$ cat src/rtl/div_unit.sv
// Iterative signed divider for the MIPS div instruction: one restoring step per cycle,
// quotient to lo_out and remainder to hi_out, with done and divide-by-zero pulses.
module div_unit #(
  parameter int unsigned WIDTH = 32
) (
  input  logic             clk,
  input  logic             reset,
  input  logic             start,
  input  logic [WIDTH-1:0] dividend,
  input  logic [WIDTH-1:0] divisor,
  output logic [WIDTH-1:0] hi_out,
  output logic [WIDTH-1:0] lo_out,
  output logic             busy,
  output logic             done,
  output logic             div_zero
);

  localparam int unsigned CntW = $clog2(WIDTH);

  typedef enum logic [1:0] {StIdle, StCalc, StFinish} state_e;

  state_e           state_q, state_d;
  logic [CntW-1:0]  cnt_q, cnt_d;
  logic [WIDTH-1:0] rem_q, rem_d;
  // Holds the remaining dividend bits on the left and collects quotient bits on the right.
  logic [WIDTH-1:0] quo_q, quo_d;
  logic [WIDTH-1:0] dvsr_q, dvsr_d;
  logic             neg_quo_q, neg_quo_d;
  logic             neg_rem_q, neg_rem_d;
  logic [WIDTH-1:0] hi_d, lo_d;
  logic             busy_d, done_d, div_zero_d;

  logic [WIDTH-1:0] abs_dividend, abs_divisor;
  logic [WIDTH:0]   rem_shift, rem_diff;
  logic             rem_ge;

  // Magnitudes are taken unsigned so that 0x80000000 maps to 2^31.
  assign abs_dividend = dividend[WIDTH-1] ? -dividend : dividend;
  assign abs_divisor  = divisor[WIDTH-1]  ? -divisor  : divisor;

  // Restoring step: one extra bit keeps the compare correct for a divisor of 2^31.
  assign rem_shift = {rem_q, quo_q[WIDTH-1]};
  assign rem_diff  = rem_shift - {1'b0, dvsr_q};
  assign rem_ge    = ~rem_diff[WIDTH];

  // Next-state and output decode.
  always_comb begin
    state_d    = state_q;
    cnt_d      = cnt_q;
    rem_d      = rem_q;
    quo_d      = quo_q;
    dvsr_d     = dvsr_q;
    neg_quo_d  = neg_quo_q;
    neg_rem_d  = neg_rem_q;
    hi_d       = hi_out;
    lo_d       = lo_out;
    busy_d     = busy;
    done_d     = 1'b0;
    div_zero_d = 1'b0;
    unique case (state_q)
      StIdle: begin
        busy_d = 1'b0;
        if (start) begin
          if (divisor == '0) begin
            div_zero_d = 1'b1;
          end else begin
            state_d   = StCalc;
            busy_d    = 1'b1;
            cnt_d     = '0;
            rem_d     = '0;
            quo_d     = abs_dividend;
            dvsr_d    = abs_divisor;
            neg_quo_d = dividend[WIDTH-1] ^ divisor[WIDTH-1];
            neg_rem_d = dividend[WIDTH-1];
          end
        end
      end
      StCalc: begin
        rem_d = rem_ge ? rem_diff[WIDTH-1:0] : rem_shift[WIDTH-1:0];
        quo_d = {quo_q[WIDTH-2:0], rem_ge};
        cnt_d = cnt_q + CntW'(1);
        if (cnt_q == CntW'(WIDTH - 1)) state_d = StFinish;
      end
      StFinish: begin
        lo_d    = neg_quo_q ? -quo_q : quo_q;
        hi_d    = neg_rem_q ? -rem_q : rem_q;
        done_d  = 1'b1;
        state_d = StIdle;
      end
      default: state_d = StIdle;
    endcase
  end

  // State and registered outputs.
  always_ff @(posedge clk or posedge reset) begin
    if (reset) begin
      state_q   <= StIdle;
      cnt_q     <= '0;
      rem_q     <= '0;
      quo_q     <= '0;
      dvsr_q    <= '0;
      neg_quo_q <= 1'b0;
      neg_rem_q <= 1'b0;
      hi_out    <= '0;
      lo_out    <= '0;
      busy      <= 1'b0;
      done      <= 1'b0;
      div_zero  <= 1'b0;
    end else begin
      state_q   <= state_d;
      cnt_q     <= cnt_d;
      rem_q     <= rem_d;
      quo_q     <= quo_d;
      dvsr_q    <= dvsr_d;
      neg_quo_q <= neg_quo_d;
      neg_rem_q <= neg_rem_d;
      hi_out    <= hi_d;
      lo_out    <= lo_d;
      busy      <= busy_d;
      done      <= done_d;
      div_zero  <= div_zero_d;
    end
  end

endmodule

$ cat config.mk
export PLATFORM = sky130hd
export DESIGN_NAME = div_unit
export DESIGN_NICKNAME = d
export VERILOG_FILES = /design/src/rtl/div_unit.sv
export SDC_FILE = /design/constraint.sdc
export NUM_CORES = 1
export LEC_CHECK = 0
export ABC_CLOCK_PERIOD_IN_PS = 5800
export BUFFER_PORTS_ARGS = -buffer_cell sky130_fd_sc_hd__buf_2
export CAP_MARGIN = 30
export CORE_MARGIN = 1
export CORE_UTILIZATION = 50
export DETAILED_ROUTE_END_ITERATION = 7
export PLACE_DENSITY = 0.72
export SYNTH_ARGS = -nofsm -noshare
export SYNTH_HDL_FRONTEND = slang
export SYNTH_SLANG_ARGS = --single-unit
$ cat constraint.sdc
create_clock -name clk -period 5.8 [get_ports clk]
set_clock_uncertainty 0.2 [all_clocks]
set_input_delay 0.58 -clock clk [delete_from_list [all_inputs] [get_ports clk]]
set_output_delay 0.58 -clock clk [all_outputs]
set_load 0.01 [all_outputs]
==> results.ini, run 1 <==
[status]
status = finished clean

[synth]
synth-edff-count = 0
synth_nets = 1330
synthCells = 1224
ys_seq_area_share_pct = 39.7
ys_seq_elements = 172
ys_types = 61
syn_area_um2 = 10800
avgSynthCellArea_um2 = 8.86
synth_flop_cell = dfrtp_1
yosysWarnings = 0
synthArstFlopShare_pct = 100

[cells_and_area]
drive_gt1_share_pct = 14.6
fin_cells = 1609
area_delta_synth_final_pct = 13.3
design_area_um2 = 12300
fin_util_pct = 58.0
fin_nets = 1426

[placement]
dp_hpwl_mm = 18.4
gp_congestion = 0.899
post-place-cells = 1575
port_buffers = 133
postPlaceCellArea_um2 = 11600
post-place-ws_ns = 1.53

[clock_network]
clock_sinks = 172
htreeDepth = 4
cts-root-buf = clkbuf_16
cts_buffer_depth = 2
clkLatencyLatePin_ns = 0.43
cts.clk_slew.worst_paths_ns = 0.07
cts_tree = yes
ctsResizeCount = 0
cts_buffers = 17

[global_routing]
antenna_found_initial = 0
grt_overflow = 0
grt_max_degree = 92
gr-usage-all-layers_pct = 23.1
grt_pass1_wl_mm = 41.1
grt_pass1_vias = 8225

[die]
num_rows = 53
die_h_um = 149
die_area_um2 = 22300
core_um2 = 21200
initial_core_util_pct = 51.2
io_pins = 134
die_w_um = 149

[drt]
drt-vias-per-instance = 5.56
drt_iter0_drc = 516
first_pass_iters = 5
routed_wl_mm = 25.1
via_count = 8947
drtAntennaViolNets = 0
drcViolationCount = 0
wl_per_cell_um = 15.6

[timing]
slew_viol_final = 0
min_period_over_period_pct = 71.7
fmaxAchievable_ghz = 0.240
hold_ws_ns = 0.228
tns_ns = 0
tightestPinTransition_ns = 1.00
finalSetupViolCount = 0
period_needed_ns = 4.16
rsz0062_at_grt = false
setup_ws_ns = 1.64
finalHoldViolCount = 0
slew_headroom_pct = 33.1

[job]
max_cap_viol_count = 0

[setup_path]
crit_type = register to register
critPathCaptureType = register
crit_path_max_fanout = 35
critPathRequiredTime_ns = 5.91
arrival_ns = 4.27
startpoint_type = register

[power]
total_leakage_power_nw = 5.70
power.total_mw = 7.13
peakVddDrop_uv = 330
powerDensity_nw_per_um2 = 581

[min_path]
hp-class = input pin to register

==> power by group <==
part	leakage (nW)	switching, mW	internal [mW]
Clock	0.308	0.500	0.700
Combinational	3.16	2.03	1.72
Sequential	2.23	0.564	1.61
==> state kept, by name, indices dropped and copies added, names as in the netlist <==
register / cells
state_q: 2
busy: 1
quo_q: 32
hi_out: 32
div_zero: 1
cnt_q: 5
rem_q: 32
dvsr_q: 32
neg_quo_q: 1
lo_out: 32
done: 1
neg_rem_q: 1
==> final timing paths <==
check	startpoint	end	slack (ns)	cells past startpoint
max in group asynchronous	reset	lo_out[2]	3.94	4
worst min-delay path	start	div_zero	0.23	2
min in group asynchronous	reset	done	0.44	3
worst max register to register	quo_q[31]	rem_q[31]	1.64	14
worst max-delay path	quo_q[31]	rem_q[31]	1.64	14
worst min register to register	lo_out[16]	lo_out[16]	0.27	2
==> per-layer routing <==
| metal | vias up | track usage (%) | wire length, um | part of all wire, % |
|---|---|---|---|---|
| li1 | 4546 | - | - | - |
| met1 | 4199 | 34.5 | 12900 | 52 |
| met2 | 187 | 35.0 | 11000 | 44 |
| met3 | 15 | 3.70 | 920 | 3.7 |
| met4 | 0 | 4.80 | 205 | 0.82 |
| met5 | - | 0 | 0 | 0 |
==> critical path, stage by stage, from the launching register on <==
cell and delay, ns:
dfrtp_1 0.35, inv_1 0.10, ha_1 0.24, fa_1 0.40
nand2b_1 0.19, a21oi_1 0.18, o2111ai_1 0.22, o21ai_1 0.45
a211oi_1 0.23, o21ai_0 0.24, a21oi_1 0.14, xnor2_2 0.13
buf_4 0.44, nor2_1 0.16, a221o_1 0.37
==> layout by cell type, fill, tap and decap left out, types with 26 or more instances in the layout <==
master / synthesis / layout
nor2_1: 39 / 39
inv_1: 50 / 49
nand2_1: 202 / 202
ha_1: 38 / 38
o21ai_0: 161 / 161
a21oi_1: 38 / 38
buf_2: 5 / 133
o21ai_1: 26 / 26
xor2_1: 107 / 107
o31ai_1: 30 / 30
dfrtp_1: 172 / 172
xnor2_1: 43 / 42
mux2i_1: 27 / 27
==> kinds of logic after synthesis <==
group / count (synthesis) / share of synthesized area [%]
muxes: 27 / 2.49
AOI/OAI and AO/OA: 358 / 20.7
buffers and inverters: 117 / 4.94
adders and majority gates: 39 / 4.57
xor gates and xnor gates: 150 / 12.1
DFF: 172 / 39.7
and+or+nand+nor: 361 / 15.5
==> cell type report <==
class	instances	area, um2
antenna	1	2.50
clock buffer	18	439
clock inverter	14	181
fill	1886	8870
inverter	50	193
multi-input combinational	935	6020
sequential	172	4300
tap	275	344
timing repair buffer	144	791
==> what timing repair did <==
item | CTS | global route
hold buffers | 1 | 0
hold endpoints to repair | 19 | 0
setup buffers | 0 | 0
setup endpoints to repair | 0 | 0
==> Yosys cell counts (5+ instances only) <==
master / count / area (um2)
nor3_1: 10 / 50.1
inv_1: 50 / 188
a221o_1: 21 / 210
buf_2: 5 / 25.0
o21ai_0: 161 / 806
xor2_1: 107 / 937
o31ai_1: 30 / 225
nand2_1: 202 / 758
xnor2_1: 43 / 377
o41ai_1: 21 / 184
nand2b_1: 18 / 113
nor4_1: 17 / 106
o211ai_1: 6 / 45.0
and2_1: 6 / 37.5
a22oi_1: 12 / 90.1
or4_1: 16 / 120
a21oi_1: 38 / 190
clkbuf_1: 44 / 165
nor2b_1: 8 / 50.1
ha_1: 38 / 475
buf_1: 5 / 18.8
nor2_1: 39 / 146
o21ai_1: 26 / 130
a2bb2oi_1: 5 / 43.8
or3_1: 5 / 31.3
nand3b_1: 5 / 37.5
dfrtp_1: 172 / 4300
a21o_1: 11 / 82.6
and3_1: 6 / 37.5
buf_6: 5 / 56.3
nand3_1: 13 / 65.1
mux2i_1: 27 / 270
Note: power is estimated with default switching activity, not from simulation.
==> run 2, diff against run 1 <==
--- a/config.mk
+++ b/config.mk
@@ -5,13 +5,13 @@
 export SDC_FILE = /design/constraint.sdc
 export NUM_CORES = 1
 export LEC_CHECK = 0
-export ABC_CLOCK_PERIOD_IN_PS = 5800
+export ABC_CLOCK_PERIOD_IN_PS = 3840
 export BUFFER_PORTS_ARGS = -buffer_cell sky130_fd_sc_hd__buf_2
 export CAP_MARGIN = 30
 export CORE_MARGIN = 1
 export CORE_UTILIZATION = 50
 export DETAILED_ROUTE_END_ITERATION = 7
-export PLACE_DENSITY = 0.72
+export PLACE_DENSITY = 0.69
 export SYNTH_ARGS = -nofsm -noshare
 export SYNTH_HDL_FRONTEND = slang
 export SYNTH_SLANG_ARGS = --single-unit
==> constraint.sdc (replaced) <==
create_clock -name clk -period 3.84 [get_ports clk]
set_clock_uncertainty 0.2 [all_clocks]
set_input_delay 0.384 -clock clk [delete_from_list [all_inputs] [get_ports clk]]
set_output_delay 0.384 -clock clk [all_outputs]
set_load 0.01 [all_outputs]
==> run 2 against run 1 <==
The flow now finishes with violations (negative hold slack). Die area unchanged. Global-route usage up 0.51 points. Critical path depth unchanged. Sequential share of layout area down 0.27 points. Critical endpoint is now rem_q[26].
==> results.ini, run 2 (synthesized netlist as in run 1, its figures left out) <==
[drt]
first_pass_iters = 5
drt-vias-per-instance = 5.54
drtAntennaViolNets = 0
routed_wl_mm = 25.2
drcViolationCount = 0
wl_per_cell_um = 15.5
via_count = 9012
drt_iter0_drc = 580

[cells_and_area]
design_area_um2 = 12400
layout_common_cells = nand2_1 (202), dfrtp_1 (172), o21ai_0 (161)
fin_cells = 1628
fin_nets = 1446
multi_input_area_um2 = 6030
drive_gt1_share_pct = 16.0
layout_commonest_cell = nand2_1
fillers = 1935
area_delta_synth_final_pct = 14.2
register_area_um2 = 4300
diodes = 0

[timing]
hold_ws_ns = -0.0481
tightestPinTransition_ns = 0.961
finalHoldViolCount = 20
fmaxAchievable_ghz = 0.283
slew_headroom_pct = 35.9
tns_ns = 0
finalSetupViolCount = 0
min_period_over_period_pct = 91.9
slew_viol_final = 0
period_needed_ns = 3.53
rsz0062_at_grt = false

[setup_path]
cp_cell_sequence = inv_1 > ha_1 > fa_1 > nand2b_1 > a21oi_1 > o2111ai_1 > o21ai_2 > a211oi_1 > o21ai_0 > a21oi_1 > xnor2_2 > buf_12 > nor3b_1 > a221o_1
cpMaxStageDelayCell = fa_1
r2r_slack_ns = 0.31
startpoint_type = register
path_common_cell = a21oi_1
crit-reg2reg-launch = quo_q[31]
worstSetupStartpoint = quo_q[31]
crit_path_max_fanout = 17
crit_type = register to register
critPathRequiredTime_ns = 4.02
critPathMaxStageDelay_ns = 0.39
arrival_ns = 3.70
critPathCaptureType = register

[clock_network]
htreeDepth = 4
clkLatencyLatePin_ns = 0.44
cts_buffer_depth = 2
ctsHoldBuffers = 0
cts-root-buf = clkbuf_16
cts_buffers = 17
clock_sinks = 172
cts.clk_slew.worst_paths_ns = 0.07
cts_tree = yes

[die]
die_h_um = 149
core_um2 = 21200
initial_core_util_pct = 51.2
num_rows = 53
io_pins = 134
die_w_um = 149
die_area_um2 = 22300

[placement]
dp_hpwl_mm = 18.8
postPlaceCellArea_um2 = 11800
gp_congestion = 0.896
post-place-cells = 1594
port_buffers = 133

[power]
power.total_mw = 10.9
peakVddDrop_uv = 406
total_leakage_power_nw = 5.77
powerDensity_nw_per_um2 = 880

[job]
max_cap_viol_count = 0

[global_routing]
grt_max_degree = 173
gr-usage-all-layers_pct = 23.6
grt_overflow = 0
grt_pass1_wl_mm = 41.6
antenna_found_initial = 0
grt_pass1_vias = 8183

[min_path]
hp-class = input pin to async pin

[status]
status = finished, violations left
violations = negative hold slack

run 2: changes by cell type in the layout (fill, tap and decap cells not counted):
cell,previous run,this run
diode_2,1,0
dlygate4sd3_1,1,0
clkinv_2,2,4
bufinv_16,3,0
buf_4,8,26
o21ai_2,0,1
inv_6,6,5
clkinvlp_4,0,2
o21ai_1,26,25
buf_16,2,1
buf_12,0,3
buf_6,0,1
run 2: routing by layer:
metal  track usage [%]  share of wire (%)  up-vias
li1                  -                  -     4576
met5                 0                  0        -
met2              33.7                 43      223
met4              5.51               0.93        0
met1              36.6                 51     4196
met3              4.16                5.6       17
run 2: through the flow:
step	hold slack [ns]	util, %	worst slack (ns)
floorplan	0.243	-	0.435
global placement	0.256	55.7	0.342
detailed placement	0.265	55.7	0.252
CTS	0.0211	58.3	0.273
global route	0.0195	58.5	0.0728
finish	-0.0481	58.5	0.312
run 2: power by group:
group | switching, mW | total [mW] | internal (mW) | leakage [nW]
registers | 0.744 | 3.18 | 2.43 | 2.23
logic | 3.25 | 6.09 | 2.84 | 3.27
clock network | 0.767 | 1.62 | 0.857 | 0.274
run 2: layout make-up:
type                    instances  share of cell area [%]
repair buffers                164                    7.75
inverters                      50                    1.55
flip-flops and latches        172                    34.8
multi-input cells             935                    48.7
clock buffers                  18                    3.55
well taps                     275                    2.78
clock inverters                14                   0.880
run 2: final timing paths:
kind | endpoint | cells after the start
worst min register to register | lo_out[14] | 2
worst max register to register | rem_q[26] | 14
max in group asynchronous | dvsr_q[0] | 3
worst max-delay path | rem_q[26] | 14
min in group clk | div_zero | 2
worst min-delay path | done | 3
run 2: worst max-delay path, delay by kind of cell, from the launching register on:
family / cells / cell delay, ns
adders and majority gates: 2 / 0.61
AOI/OAI and AO/OA: 7 / 1.16
xor gates and xnor gates: 1 / 0.37
and+or+nand+nor: 2 / 0.44
DFF: 1 / 0.37
buffers and inverters: 2 / 0.31
run 2: timing repair:
| item | 4_1_cts | 5_1_grt |
|---|---|---|
| gates resized for setup | 0 | 2 |
| endpoints found under the setup margin | 0 | 6 |
| buffers inserted | 0 | 1 |
==> run 3, diff against run 2 <==
--- a/config.mk
+++ b/config.mk
@@ -8,6 +8,7 @@
 export ABC_CLOCK_PERIOD_IN_PS = 3840
 export BUFFER_PORTS_ARGS = -buffer_cell sky130_fd_sc_hd__buf_2
 export CAP_MARGIN = 30
+export CORE_ASPECT_RATIO = 1.2
 export CORE_MARGIN = 1
 export CORE_UTILIZATION = 50
 export DETAILED_ROUTE_END_ITERATION = 7
==> run 3 against run 2 <==
The run now ends clean. Clock power is 6% higher. Die area hardly changed. Register-to-register slack worse by 0.02 ns. Sequential share of layout area is 0.23 points lower. Combinational power hardly changed. Utilization is 0.49 points higher. Critical endpoint is now rem_q[17].
==> results.ini, run 3 (synthesized netlist as in run 1, its figures left out) <==
[status]
status = finished clean

[drt]
routed_wl_mm = 24.8
wl_per_cell_um = 15.2
drcViolationCount = 0
drt_iter0_drc = 412
via_count = 9093
first_pass_iters = 5
drtAntennaViolNets = 0
drt-vias-per-instance = 5.59

[cells_and_area]
layout_commonest_cell = nand2_1
drive_gt1_share_pct = 16.1
fin_nets = 1451
diodes = 0
layout_common_cells = nand2_1 (202), dfrtp_1 (172), o21ai_0 (161)
area_delta_synth_final_pct = 14.9

[placement]
dp_hpwl_mm = 18.8
gp_congestion = 0.841
port_buffers = 133

[timing]
slew_viol_final = 0
fmaxAchievable_ghz = 0.282
slew_headroom_pct = 38.4
finalHoldViolCount = 0
finalSetupViolCount = 0
min_period_over_period_pct = 92.4
period_needed_ns = 3.55
rsz0062_at_grt = false
tns_ns = 0
tightestPinTransition_ns = 0.924

[die]
die_h_um = 163
initial_core_util_pct = 51.3
io_pins = 134
die_w_um = 136
core_um2 = 21100
die_area_um2 = 22300
num_rows = 58

[power]
total_leakage_power_nw = 5.80
intPower_mw = 6.27
powerDensity_nw_per_um2 = 876
switching_share_pct = 42.5
p_clk_share_pct = 15.6
power.total_mw = 10.9
peakVddDrop_uv = 387
p_comb_share_pct = 55.5
switchingPower_mw = 4.64
pwr-share-seq_pct = 28.9

[clock_network]
clkLatencyLatePin_ns = 0.43
cts_tree = yes
clock_sinks = 172
cts_buffer_depth = 2
cts.clk_slew.worst_paths_ns = 0.07
cts-root-buf = clkbuf_16
htreeDepth = 4
cts_buffers = 17

[setup_path]
cpMaxStageDelayCell = fa_1
arrival_ns = 3.65
critPathCaptureType = register
critPathMaxStageDelay_ns = 0.40
crit_path_max_fanout = 21
cp_cell_sequence = inv_1 > ha_1 > fa_1 > nand2b_1 > a21oi_1 > o2111ai_1 > o21ai_1 > buf_4 > a211oi_1 > o21ai_0 > a21oi_1 > xnor2_4 > buf_12 > mux2i_1 > o21ai_1
critPathRequiredTime_ns = 3.94
crit_type = register to register
startpoint_type = register

[global_routing]
grt_overflow = 0
grt_max_degree = 74
gr-usage-all-layers_pct = 23.2
grt_pass1_vias = 8517
antenna_found_initial = 0
grt_pass1_wl_mm = 40.9

[min_path]
hp-class = input pin to register

[job]
max_cap_viol_count = 0

[run 3: layer usage]
metal  GRT usage, %  vias to the layer above  wire, um
met4           6.57                        0       331
met3           3.57                       23      1070
met2           40.4                      223     12300
li1               -                     4590         -
met1           29.4                     4257     11100
met5              0                        -         0
[run 3: through the flow]
step / worst slack [ns] / util (%) / hold WS [ns] / instances / cell area, um2
finish: 0.291 / 59.0 / 0.0438 / 1628 / 12500
global route: 0.0187 / 59.0 / 0.0352 / 1628 / 12500
CTS: 0.163 / 58.7 / 0.0285 / 1625 / 12400
detailed placement: 0.199 / 56.0 / 0.265 / 1592 / 11800
global placement: 0.293 / 55.8 / 0.255 / 1591 / 11800
floorplan: 0.435 / - / 0.243 / 1224 / 10800
[run 3: critical path: cells and delay by family (launching register included)]
family | cells | cell delay, ns
AOI/OAI and AO/OA | 7 | 1.04
xor gates and xnor gates | 1 | 0.34
adders and majority gates | 2 | 0.62
buffers and inverters | 3 | 0.44
DFF | 1 | 0.36
muxes | 1 | 0.23
and+or+nand+nor | 1 | 0.17
[run 3: worst paths after layout]
| kind | from | endpoint | slack (ns) | cells past startpoint |
|---|---|---|---|---|
| min in group asynchronous | reset | lo_out[30] | 0.45 | 3 |
| worst max register to register | quo_q[31] | rem_q[17] | 0.29 | 15 |
| worst min register to register | lo_out[22] | lo_out[22] | 0.27 | 2 |
| max in group asynchronous | reset | rem_q[30] | 2.16 | 4 |
| worst min-delay path | dividend[0] | quo_q[0] | 0.04 | 2 |
| worst max-delay path | quo_q[31] | rem_q[17] | 0.29 | 15 |
[run 3: repair_timing]
item | in CTS | in global routing
setup endpoints to repair | 0 | 26
hold buffers | 1 | 0
resized for setup | 0 | 1
hold endpoints to repair | 34 | 0
setup buffers | 0 | 2
[run 3: power groups by stage]
| stage | clock (mW) | combinational [mW] | sequential, mW |
|---|---|---|---|
| after floorplan | 0 | 4.68 | 2.96 |
| after CTS | 1.73 | 5.93 | 3.17 |
| after detailed placement | 0 | 5.90 | 3.20 |
| final | 1.71 | 6.06 | 3.15 |
| after global placement | 0 | 5.79 | 3.18 |
| after global routing | 1.82 | 6.78 | 3.24 |
[run 3: cell type report]
cell class                      instances  area, um2
Clock inverter                         14        144
Sequential cell                       172       4300
Clock buffer                           18        429
Tap cell                              270        338
Multi-Input combinational cell        935       6040
Inverter                               50        191
Timing Repair Buffer                  169       1020
Fill cell                            1911       8660
